--- src/rtl/systolic_ctrl_if.sv ---
// Host-side port bundle for systolic_ctrl: operand loading, start/status and the captured result.
// The master drives loads and start; the slave (controller) returns status and result.
interface systolic_ctrl_if #(
  parameter int DATA_WIDTH = 8,
  parameter int ACC_WIDTH  = 16
);
  logic                    ld_en;
  logic                    ld_sel;
  logic [1:0]              ld_row;
  logic [4*DATA_WIDTH-1:0] ld_data;
  logic                    start;
  logic                    busy;
  logic                    done;
  logic [16*ACC_WIDTH-1:0] res_out;

  modport master (
    output ld_en, ld_sel, ld_row, ld_data, start,
    input  busy, done, res_out
  );

  modport slave (
    input  ld_en, ld_sel, ld_row, ld_data, start,
    output busy, done, res_out
  );
endinterface

--- src/rtl/systolic_ctrl.sv ---
// Controller for a 4x4 output-stationary systolic array: buffers A/B rows, clears the array,
// feeds skewed operands for 10 cycles, then captures the 16 accumulators.
module systolic_ctrl #(
  parameter int DATA_WIDTH = 8,
  parameter int ACC_WIDTH  = 16
) (
  input  logic                    clk,
  input  logic                    rst_n,
  systolic_ctrl_if.slave          host,
  output logic                    arr_we,
  output logic                    arr_clr,
  output logic [4*DATA_WIDTH-1:0] a_in,
  output logic [4*DATA_WIDTH-1:0] b_in,
  input  logic [16*ACC_WIDTH-1:0] res_in
);

  typedef enum logic [1:0] {IDLE, CLEAR, FEED, DONE} state_t;
  localparam logic [3:0] LAST_T = 4'd9;

  state_t                  state_reg, state_next;
  logic [3:0]              t_reg, t_next;
  logic                    we_next, clr_next, feed_next;
  logic [4*DATA_WIDTH-1:0] a_next, b_next;
  logic [DATA_WIDTH-1:0]   a_buf_reg [4][4];
  logic [DATA_WIDTH-1:0]   b_buf_reg [4][4];
  logic [16*ACC_WIDTH-1:0] res_reg;

  always_ff @(posedge clk or negedge rst_n) begin
    if (!rst_n) begin
      for (int r = 0; r < 4; r++) begin
        for (int c = 0; c < 4; c++) begin
          a_buf_reg[r][c] <= '0;
          b_buf_reg[r][c] <= '0;
        end
      end
    end else if (state_reg == IDLE && host.ld_en) begin
      for (int c = 0; c < 4; c++) begin
        if (!host.ld_sel) a_buf_reg[host.ld_row][c] <= host.ld_data[c*DATA_WIDTH +: DATA_WIDTH];
        else              b_buf_reg[host.ld_row][c] <= host.ld_data[c*DATA_WIDTH +: DATA_WIDTH];
      end
    end
  end

  always_ff @(posedge clk or negedge rst_n) begin
    if (!rst_n) begin
      state_reg <= IDLE;
      t_reg     <= '0;
      arr_we    <= 1'b0;
      arr_clr   <= 1'b0;
      a_in      <= '0;
      b_in      <= '0;
      res_reg   <= '0;
    end else begin
      state_reg <= state_next;
      t_reg     <= t_next;
      arr_we    <= we_next;
      arr_clr   <= clr_next;
      a_in      <= a_next;
      b_in      <= b_next;
      // The last MAC lands on the edge entering DONE, so res_in is settled during DONE.
      if (state_reg == DONE) res_reg <= res_in;
    end
  end

  always_comb begin
    state_next = state_reg;
    t_next     = t_reg;
    we_next    = 1'b0;
    clr_next   = 1'b0;
    case (state_reg)
      IDLE: begin
        if (host.start) begin
          state_next = CLEAR;
          clr_next   = 1'b1;
        end
      end
      CLEAR: begin
        state_next = FEED;
        t_next     = '0;
        we_next    = 1'b1;
      end
      FEED: begin
        if (t_reg == LAST_T) begin
          state_next = DONE;
          t_next     = '0;
        end else begin
          t_next  = t_reg + 4'd1;
          we_next = 1'b1;
        end
      end
      DONE:    state_next = IDLE;
      default: state_next = IDLE;
    endcase
  end

  assign feed_next = (state_next == FEED);

  // Operand k reaches row/column gi at t = k + gi; outside that window the lane carries zero.
  genvar gi;
  generate
    for (gi = 0; gi < 4; gi++) begin : g_skew
      logic [3:0] k;
      logic       lane_valid;
      assign k          = t_next - 4'(gi);
      assign lane_valid = feed_next && (t_next >= 4'(gi)) && (k <= 4'd3);
      assign a_next[gi*DATA_WIDTH +: DATA_WIDTH] = lane_valid ? a_buf_reg[gi][k[1:0]] : '0;
      assign b_next[gi*DATA_WIDTH +: DATA_WIDTH] = lane_valid ? b_buf_reg[k[1:0]][gi] : '0;
    end
  endgenerate

  assign host.busy    = (state_reg != IDLE);
  assign host.done    = (state_reg == DONE);
  assign host.res_out = res_reg;

endmodule

--- src/flat_wrapper.sv ---
// flat-port wrapper written by rule: the top's interface ports become plain ports
module systolic_ctrl_flat 
#(
  parameter int DATA_WIDTH = 8,
  parameter int ACC_WIDTH  = 16
)
  (clk, rst_n, arr_we, arr_clr, a_in, b_in, res_in, host_ld_en, host_ld_sel, host_ld_row, host_ld_data, host_start, host_busy, host_done, host_res_out);
  systolic_ctrl_if #(.DATA_WIDTH(DATA_WIDTH), .ACC_WIDTH(ACC_WIDTH)) host_i ();
  input  logic clk;
  input  logic rst_n;
  output logic arr_we;
  output logic arr_clr;
  output logic [4*DATA_WIDTH-1:0] a_in;
  output logic [4*DATA_WIDTH-1:0] b_in;
  input  logic [16*ACC_WIDTH-1:0] res_in;
  input wire logic [$bits(host_i.ld_en)-1:0] host_ld_en;
  input wire logic [$bits(host_i.ld_sel)-1:0] host_ld_sel;
  input wire logic [$bits(host_i.ld_row)-1:0] host_ld_row;
  input wire logic [$bits(host_i.ld_data)-1:0] host_ld_data;
  input wire logic [$bits(host_i.start)-1:0] host_start;
  output wire logic [$bits(host_i.busy)-1:0] host_busy;
  output wire logic [$bits(host_i.done)-1:0] host_done;
  output wire logic [$bits(host_i.res_out)-1:0] host_res_out;
  assign host_i.ld_en = host_ld_en;
  assign host_i.ld_sel = host_ld_sel;
  assign host_i.ld_row = host_ld_row;
  assign host_i.ld_data = host_ld_data;
  assign host_i.start = host_start;
  assign host_busy = host_i.busy;
  assign host_done = host_i.done;
  assign host_res_out = host_i.res_out;
  systolic_ctrl #(.DATA_WIDTH(DATA_WIDTH), .ACC_WIDTH(ACC_WIDTH)) u_core (.clk(clk), .rst_n(rst_n), .host(host_i), .arr_we(arr_we), .arr_clr(arr_clr), .a_in(a_in), .b_in(b_in), .res_in(res_in));
endmodule
--- config.mk ---
export PLATFORM = sky130hd
export DESIGN_NAME = systolic_ctrl_flat
export DESIGN_NICKNAME = d
export VERILOG_FILES = /design/src/rtl/systolic_ctrl_if.sv /design/src/rtl/systolic_ctrl.sv /design/src/flat_wrapper.sv
export SDC_FILE = /design/constraint.sdc
export NUM_CORES = 1
export LEC_CHECK = 0
export CAP_MARGIN = 20
export CORE_ASPECT_RATIO = 0.5
export CORE_MARGIN = 2
export CORE_UTILIZATION = 55
export CTS_BUF_LIST = sky130_fd_sc_hd__clkbuf_2
export DETAILED_ROUTE_END_ITERATION = 12
export PLACE_DENSITY_LB_ADDON = 0.05
export SLEW_MARGIN = 30
export SYNTH_ARGS = -nofsm -noshare
export SYNTH_HDL_FRONTEND = slang
export SYNTH_SLANG_ARGS = --single-unit
--- constraint.sdc ---
create_clock -name clk -period 8.3 [get_ports clk]
set_input_delay 1.245 -clock clk [delete_from_list [all_inputs] [get_ports clk]]
set_output_delay 1.245 -clock clk [all_outputs]
set_load 0.03 [all_outputs]
==> impl_metrics.json, run 1 <==
{
  "status": "complete, no violations",
  "powerDensity_nw_per_um2": 457,
  "grt_first_pass_wirelength_um": 114000,
  "rrSetupSlack_ns": 4.35,
  "crit_path_start": "u_core.state_reg[0]",
  "ys_seq_area_frac": 0.606,
  "switching_share": 0.418,
  "p_sw_mw": 6.16,
  "grt_pass1_vias": 16800,
  "skew_ns": 0.111,
  "relSlewSlack": 0.395,
  "wire_per_inst_um": 26.3,
  "synthArstFlopShare": 1.00,
  "track_usage": 0.342,
  "sequentialPowerShare": 0.339,
  "die_h_um": 152,
  "areaGrowthSynthToFinish_pct": 33.3,
  "syn_nets": 1879,
  "ctsResizeCount": 0,
  "fin_crit_ns": 4.27,
  "endpoint": "host_busy",
  "end_kind": "output pin",
  "hpwl_um": 56300,
  "drive_above_1_share": 0.357,
  "synth_cell_types": 63,
  "hold_violations": 0,
  "clock_sinks": 584,
  "finalSetupViolCount": 0,
  "fmax_mhz": 234,
  "ir_drop_mv": 0.313,
  "cts_tree": "done",
  "nets": 2566,
  "cts_max_level": 4,
  "synthCells": 1571,
  "yosysWarnings": 0,
  "root_buffer": "clkbuf_2",
  "cp_data_required_time_ns": 7.05,
  "insertion_delay_ns": 1.15,
  "synth-edff-count": 0,
  "ys.flop_type": "dfrtp_1",
  "clock_path_buffers": 3,
  "hold_path.class": "in2async",
  "holdBufCountCts": 0,
  "vias": 16600,
  "p_comb_frac": 0.535,
  "pwr-share-clk": 0.126,
  "drt-initial-drc-count": 1322,
  "rows": 54,
  "syn_avg_cell_area_um2": 15.4,
  "cp-start-kind": "flop",
  "placedCellCount": 2710,
  "power.internal_mw": 8.56,
  "rr_worst_depth": 13,
  "place.gp.congestion": 1.04,
  "antenna_found_initial": 18,
  "path_clk_slew_ns": 0.11,
  "syn-cell-area_um2": 24100,
  "fin_crit_sh": 0.515,
  "numCtsBuffers": 133,
  "reg2reg_from": "u_core.state_reg[0]",
  "grt.overflow.total": 0,
  "fin_tns_setup_ns": 0,
  "drtPass1Iterations": 5,
  "crit_type": "reg2out",
  "cp.arrival_ns": 3.03,
  "drc": 0,
  "core_area_um2": 43400,
  "drv_slew": 0,
  "rsz0062_at_grt": "false",
  "setup_ws_ns": 4.03,
  "synth_seq_cells": 584,
  "worst_hold_slack_ns": 0.112,
  "wirelength_um": 77300,
  "dieArea_um2": 45700,
  "dp_worst_setup_slack_ns": 4.32,
  "p_leak_nw": 13.8,
  "cap_violations": 0,
  "port_buffers": 618,
  "antenna_left": 0,
  "cts_setup_buffers": 0,
  "path_max_fanout": 5,
  "fp.dieW_um": 300,
  "tightest_slew_ns": 0.908,
  "grt_max_degree": 195,
  "start_util": 0.555,
  "reg2reg_to": "u_core.a_in[24]",
  "largest_reg_flops": 256,
  "fin_cells": 2944,
  "boundaryPins": 619,
  "viasPerCell": 5.63
}
per-stage QoR:
stage | cell area (um2) | utilization | total power, mW
floorplan | 24100 | - | 9.95
global placement | 30900 | 0.712 | 12.7
detailed placement | 30900 | 0.712 | 12.9
CTS | 32100 | 0.739 | 14.8
global route | 32200 | 0.740 | 15.5
finish | 32200 | 0.741 | 14.7
cells by family after synthesis:
kind of cell / count (synthesis) / share of synthesized area
adder cells (fa/ha/maj): 13 / 0.00674
AND/OR/NAND/NOR: 206 / 0.0511
buffers and inverters: 102 / 0.0198
flip-flops: 584 / 0.606
AO/OA/AOI/OAI: 85 / 0.0316
XOR/XNOR: 4 / 0.00176
multiplexers: 577 / 0.283
worst max-delay path, stage by stage (launching register included):
cell	delay, ns
dfrtp_1	0.48
inv_1	0.12
ha_1	0.34
inv_1	0.29
clkdlybuf4s50_1	0.74
power by group through the flow:
| stage | logic (mW) | registers, mW | clock network [mW] |
|---|---|---|---|
| after floorplan | 3.69 | 6.26 | 0 |
| after global placement | 7.75 | 4.96 | 0 |
| after detailed placement | 7.88 | 5.03 | 0 |
| after CTS | 7.90 | 4.97 | 1.89 |
| after global routing | 8.27 | 5.15 | 2.04 |
| final | 7.87 | 4.99 | 1.85 |
worst min-delay path by stage:
| stage | start | end | slack [ns] | cells after the start |
|---|---|---|---|---|
| 4_1_cts | rst_n | u_core.a_buf_reg[90] | 0.004 | 1 |
| 6_report | rst_n | u_core.b_buf_reg[83] | 0.11 | 1 |
| 5_1_grt | rst_n | u_core.b_buf_reg[83] | 0.05 | 1 |
| 3_5_place_dp | u_core.a_buf_reg[58] | u_core.a_buf_reg[58] | 0.47 | 1 |
| 3_3_place_gp | u_core.a_buf_reg[59] | u_core.a_buf_reg[59] | 0.47 | 1 |
| 2_1_floorplan | u_core.a_buf_reg[48] | u_core.a_buf_reg[48] | 0.46 | 1 |
synth_stat cells, types with 3 or more instances:
cell type	instances	area share
a21oi_1	3	0.00062
mux4_2	32	0.030
clkbuf_1	53	0.0082
nand2_1	86	0.013
buf_6	7	0.0033
and3_1	16	0.0041
ha_1	13	0.0067
nor2b_4	10	0.0057
nor2b_1	11	0.0029
o21ai_0	3	0.00062
buf_4	4	0.0012
mux2i_1	17	0.0071
buf_2	22	0.0046
and2_1	3	0.00078
nor3b_2	10	0.0052
nand3_1	18	0.0037
inv_2	3	0.00047
a211oi_2	10	0.0052
buf_1	5	0.00078
dfrtp_1	584	0.61
o32ai_1	16	0.0058
mux2_2	515	0.24
inv_1	8	0.0012
o211ai_1	32	0.010
mux2_1	13	0.0061
nor3b_1	6	0.0019
nor2_1	22	0.0034
a211oi_1	6	0.0019
layer usage:
layer	routed length, um	part of all wire	track usage
met5	22	0.00028	0
met1	33600	0.44	0.492
met4	1450	0.019	0.0924
met3	6740	0.087	0.108
met2	35500	0.46	0.505
cell usage in the layout (no fill, tap or decap), drive strengths merged, types with 21 or more instances in the layout:
master / netlist / final
buf: 38 / 26
clkbuf: 53 / 186
clkdlybuf4s50: 0 / 617
clkinv: 0 / 25
dfrtp: 584 / 584
mux2: 528 / 528
mux4: 32 / 32
nand2: 87 / 87
nor2: 24 / 24
nor2b: 21 / 21
o211ai: 34 / 34
cell type report:
type,count,area (um2)
Tap cell,588,736
Clock inverter,35,244
Antenna cell,12,30.0
Clock buffer,186,931
Multi-Input combinational cell,885,9130
Timing Repair Buffer,643,6450
Inverter,11,41.3
Fill cell,2943,11300
Sequential cell,584,14600
No activity file was read; power rests on OpenSTA's default activity.
==> inputs of run 2 (changes only) <==
Settings changed: CORE_UTILIZATION 55 to 51.
Clock period 8.3 ns to 4.5 ns, I/O delays scaled along.
==> run 2 against run 1 <==
Effect of this change: register-to-register slack lost 3.9 ns; sequential power increased by 84%; sequential share of layout area is 0.34 points lower; clock-buffer cell count is 17 higher.
==> impl_metrics.json, run 2 (synthesized netlist as in run 1, its figures left out) <==
{
  "wire_per_inst_um": 25.6,
  "grt_pass1_vias": 16300,
  "ff_latch_area_um2": 14600,
  "grt_max_degree": 150,
  "path_common_cell": "ha_1",
  "cap_violations": 0,
  "p_leak_nw": 14.0,
  "fin_crit_ns": 4.02,
  "tightest_slew_ns": 0.915,
  "cts_setup_buffers": 0,
  "path_max_fanout": 19,
  "start_util": 0.516,
  "insertion_delay_ns": 1.09,
  "grt_first_pass_wirelength_um": 111000,
  "critPathMaxStageDelay_ns": 0.73,
  "fin_tns_setup_ns": 0,
  "drv_slew": 0,
  "place.gp.congestion": 1.00,
  "relSlewSlack": 0.390,
  "port_buffers": 618,
  "end_kind": "flop",
  "die_h_um": 158,
  "core_area_um2": 46800,
  "drtPass1Iterations": 4,
  "cp.arrival_ns": 4.96,
  "vias": 16300,
  "skew_ns": 0.0425,
  "fp.dieW_um": 312,
  "boundaryPins": 619,
  "total_power_mw": 27.3,
  "grt.overflow.total": 0,
  "cts_max_level": 4,
  "drt-initial-drc-count": 1187,
  "fmax_mhz": 249,
  "largest_reg_flops": 256,
  "rows": 56,
  "powerDensity_nw_per_um2": 842,
  "status": "complete, no violations",
  "numCtsBuffers": 134,
  "layout_common_cells": "clkdlybuf4s50_1, dfrtp_1, mux2_2",
  "fillCellCount": 3374,
  "root_buffer": "clkbuf_2",
  "dieArea_um2": 49200,
  "finalSetupViolCount": 0,
  "ir_drop_mv": 0.427,
  "clock_path_buffers": 3,
  "antenna_found_initial": 10,
  "drc": 0,
  "clock_sinks": 584,
  "fin_crit_sh": 0.893,
  "wirelength_um": 77000,
  "drive_above_1_share": 0.364,
  "layout_commonest_cell": "clkdlybuf4s50_1",
  "antenna_left": 0,
  "cts_tree": "done",
  "areaGrowthSynthToFinish_pct": 34.3,
  "crit_type": "reg2reg",
  "path_clk_slew_ns": 0.12,
  "nets": 2578,
  "crit_slowest_cell": "ha_1",
  "hold_violations": 0,
  "track_usage": 0.310,
  "hpwl_um": 56400,
  "viasPerCell": 5.41,
  "hold_path.class": "in2reg",
  "multi_input_area_um2": 9120,
  "path_cells": "inv_1 > ha_1 > nand2_2 > o31ai_4 > clkinv_2 > ha_1 > a21boi_0 > o211ai_4 > nor3b_1",
  "rsz0062_at_grt": "false",
  "cp_data_required_time_ns": 5.44,
  "cp-start-kind": "flop"
}
## run 2: changes by cell type in the layout (fill, tap and decap cells not counted), moves of 4 or more
cell	before	now
clkbuf_2	186	203
buf_12	4	9
inv_6	6	0
clkinv_1	19	15
clkinv_4	5	1
clkinvlp_4	1	5
diode_2	12	3
buf_4	19	24
## run 2: path summary, 6_finish.rpt
check                                      from                  endpoint  slack, ns  cells after the start
max                         u_core.state_reg[0]            u_core.a_in[8]       0.48                      9
min                                 res_in[123]  u_core.host.res_out[123]       0.17                      2
max reg2reg                 u_core.state_reg[0]            u_core.a_in[8]       0.48                      9
min reg2reg                u_core.a_buf_reg[58]      u_core.a_buf_reg[58]       0.50                      1
max in group asynchronous                 rst_n   u_core.host.res_out[89]       2.70                      5
min in group asynchronous                 rst_n      u_core.b_buf_reg[86]       0.60                      3
## run 2: final cells by class
cell class,count,area share
Multi-Input combinational cell,885,0.281
Tap cell,638,0.0246
Inverter,11,0.00131
Sequential cell,584,0.451
Timing Repair Buffer,654,0.204
Clock inverter,30,0.00672
Antenna cell,3,0.000232
Clock buffer,203,0.0313
## run 2: metrics by stage
| stage | hold WS (ns) | setup slack [ns] | util | cell area (um2) | cells |
|---|---|---|---|---|---|
| after floorplan | 0.379 | 1.41 | - | 24100 | 1571 |
| after global placement | 0.468 | 0.557 | 0.665 | 31100 | 2769 |
| after detailed placement | 0.476 | 0.471 | 0.665 | 31100 | 2769 |
| after CTS | 0.0464 | 0.461 | 0.692 | 32400 | 3003 |
| after global routing | 0.0430 | 0.198 | 0.693 | 32400 | 3008 |
| final | 0.174 | 0.480 | 0.693 | 32400 | 3008 |
## run 2: metal layers
layer  vias up  track usage  routed length (um)
met3        96       0.0782                4570
met5         -            0                  52
met1      8488        0.429               33800
li1       7160            -                   -
met2       517        0.493               37200
met4         8       0.0826                1310
## run 2: what timing repair did
action / CTS / global route
hold buffers: 1 / 1
setup endpoints to repair: 0 / 0
resized for setup: 0 / 0
endpoints found under the hold margin: 102 / 42
## run 2: power breakdown
group          internal, mW  total [mW]  switching (mW)
Clock                  1.37        3.52            2.15
Combinational          6.82        14.6            7.79
Sequential             7.75        9.16            1.41
Total                  15.9        27.3            11.4
## run 2: critical path, delay by kind of cell (launching register included)
family | cells | cell delay, ns
compound gates | 3 | 1.20
flops | 1 | 0.48
simple gates | 2 | 0.55
fa+ha+maj | 2 | 1.10
buf+inv | 2 | 0.52
==> inputs of run 3 (changes only) <==
Settings changed: CORE_AREA from default to 2 2 241 243, CORE_ASPECT_RATIO 0.5 to default, CORE_MARGIN 2 to default, CORE_UTILIZATION 51 to default, DIE_AREA from default to 0 0 243 245.
==> run 3 against run 2 <==
Effect of this change: via count rose by 6.2%; power rose by 1.9%; highest routed layer unchanged; sequential cell count did not move; combinational power barely moved; global-route usage fell by 4.6 points; critical path type unchanged; largest power group unchanged.
==> impl_metrics.json, run 3 (synthesized netlist as in run 1, its figures left out) <==
{
  "powerDensity_nw_per_um2": 786,
  "grt_first_pass_wirelength_um": 118000,
  "rsz0062_at_grt": "false",
  "drive_above_1_share": 0.336,
  "fp.dieW_um": 243,
  "insertion_delay_ns": 1.31,
  "relSlewSlack": 0.388,
  "antenna_found_initial": 11,
  "grt.overflow.total": 0,
  "largest_reg_flops": 256,
  "hold_start": "host_ld_data[15]",
  "cts_max_level": 4,
  "rrSetupSlack_ns": 0.52,
  "reg2reg_from": "u_core.state_reg[0]",
  "drtPass1Iterations": 4,
  "path_common_cell": "ha_1",
  "layout_common_cells": "clkdlybuf4s50_1, dfrtp_1, mux2_2",
  "cp_data_required_time_ns": 5.58,
  "cts_tree": "done",
  "drv_slew": 0,
  "tightest_slew_ns": 0.918,
  "clock_path_buffers": 3,
  "crit_slowest_cell": "o221ai_2",
  "root_buffer": "clkbuf_2",
  "core_area_um2": 57000,
  "hold_violations": 0,
  "total_power_mw": 27.8,
  "vias": 17300,
  "path_max_fanout": 19,
  "status": "complete, no violations",
  "fin_tns_setup_ns": 0,
  "drt-initial-drc-count": 749,
  "hold_path.class": "in2reg",
  "fillCellCount": 4546,
  "rr_worst_depth": 9,
  "power.internal_mw": 16.5,
  "hpwl_um": 52300,
  "areaGrowthSynthToFinish_pct": 46.7,
  "finalSetupViolCount": 0,
  "place.gp.congestion": 0.876,
  "fmax_mhz": 251,
  "p_comb_frac": 0.529,
  "p_sw_mw": 11.4,
  "hold_path_end": "u_core.a_buf_reg[23]",
  "cp-start-kind": "flop",
  "wire_per_inst_um": 22.5,
  "drc": 0,
  "grt_pass1_vias": 19100,
  "viasPerCell": 5.02,
  "crit_type": "reg2reg",
  "switching_share": 0.408,
  "reg2reg_to": "u_core.a_in[16]",
  "p_leak_nw": 15.2,
  "grt_max_degree": 158,
  "end_kind": "flop",
  "fin_crit_ns": 3.98,
  "nets": 2855,
  "skew_ns": 0.0757,
  "clock_sinks": 584,
  "fin_cells": 3443,
  "min_delay_path_depth": 2,
  "path_clk_slew_ns": 0.11,
  "pwr-share-clk": 0.141,
  "utilization": 0.621,
  "boundaryPins": 619,
  "sequentialPowerShare": 0.329,
  "wirelength_um": 77400,
  "numCtsBuffers": 157,
  "port_buffers": 618,
  "cap_violations": 0,
  "critPathMaxStageDelay_ns": 0.67,
  "ir_drop_mv": 0.502,
  "rows": 88,
  "cp.arrival_ns": 5.06,
  "ctsResizeCount": 0,
  "layout_commonest_cell": "clkdlybuf4s50_1",
  "die_h_um": 245,
  "start_util": 0.423,
  "placedCellCount": 2893,
  "dieArea_um2": 59500,
  "path_cells": "inv_1 > ha_1 > and4b_4 > nor4b_4 > inv_2 > ha_1 > a21o_1 > o221ai_2 > nor2_1",
  "track_usage": 0.264,
  "fin_crit_sh": 0.885,
  "antenna_left": 0
}
## run 3: cell count changes in the layout (fill, tap and decap cells not counted), moves of 2 or more
cell	delta
buf_4	-4
buf_8	+2
bufinv_16	+2
clkbuf_2	+42
clkinv_1	+8
clkinv_2	-3
clkinvlp_4	-4
diode_2	+8
dlygate4sd3_1	+257
## run 3: timing repair
item,in CTS,in global routing
buffers inserted,0,0
endpoints found under the setup margin,0,0
hold buffers,260,0
endpoints found under the hold margin,519,0
## run 3: area by class of cell
cell class	count	area [um2]	share of cell area
Multi-Input combinational cell	885	9110	0.257
Antenna cell	11	27.5	0.000778
Clock inverter	34	268	0.00756
Timing Repair Buffer	908	9150	0.259
Tap cell	765	957	0.0270
Inverter	11	41.3	0.00117
Clock buffer	245	1230	0.0346
Sequential cell	584	14600	0.413
## run 3: how the worst max path moves through the flow
stage                         from         endpoint  slack, ns  cells after the start
3_5_place_dp   u_core.state_reg[0]  u_core.a_in[16]       0.45                      9
2_1_floorplan  u_core.state_reg[0]  u_core.a_in[12]       1.41                     10
6_report       u_core.state_reg[0]  u_core.a_in[16]       0.52                      9
4_1_cts        u_core.state_reg[0]        host_done       0.28                      2
5_1_grt        u_core.state_reg[0]  u_core.b_in[16]       0.15                      9
3_3_place_gp   u_core.state_reg[0]  u_core.b_in[21]       0.51                      9
## run 3: metal layers
layer,global-route usage,part of all wire,up-vias
met5,0,0.00016,-
met4,0.0929,0.023,2
met3,0.0692,0.053,119
met2,0.445,0.51,511
met1,0.329,0.42,8915
li1,-,-,7736
## run 3: power by group through the flow
stage | Sequential [mW] | Clock, mW | Combinational (mW)
floorplan | 11.6 | 0 | 6.81
global placement | 9.12 | 0 | 14.4
detailed placement | 9.23 | 0 | 14.6
CTS | 9.13 | 4.10 | 14.8
global route | 9.46 | 4.38 | 15.6
finish | 9.16 | 3.93 | 14.7
## run 3: metrics by stage
| step | hold slack [ns] | worst slack, ns | area, um2 |
|---|---|---|---|
| 4_1_cts | 0.0625 | 0.283 | 35400 |
| 3_3_place_gp | 0.471 | 0.513 | 31200 |
| 5_1_grt | 0.149 | 0.147 | 35400 |
| 3_5_place_dp | 0.476 | 0.451 | 31300 |
| 2_1_floorplan | 0.379 | 1.41 | 24100 |
| 6_report | 0.262 | 0.517 | 35400 |
## run 3: worst max-delay path: cells and delay by family, from the launching register on
| family | cells | cell delay [ns] |
|---|---|---|
| AND/OR/NAND/NOR | 3 | 1.07 |
| adder cells (fa/ha/maj) | 2 | 0.90 |
| AO/OA/AOI/OAI | 2 | 0.86 |
| buffers and inverters | 2 | 0.52 |
| flip-flops | 1 | 0.47 |
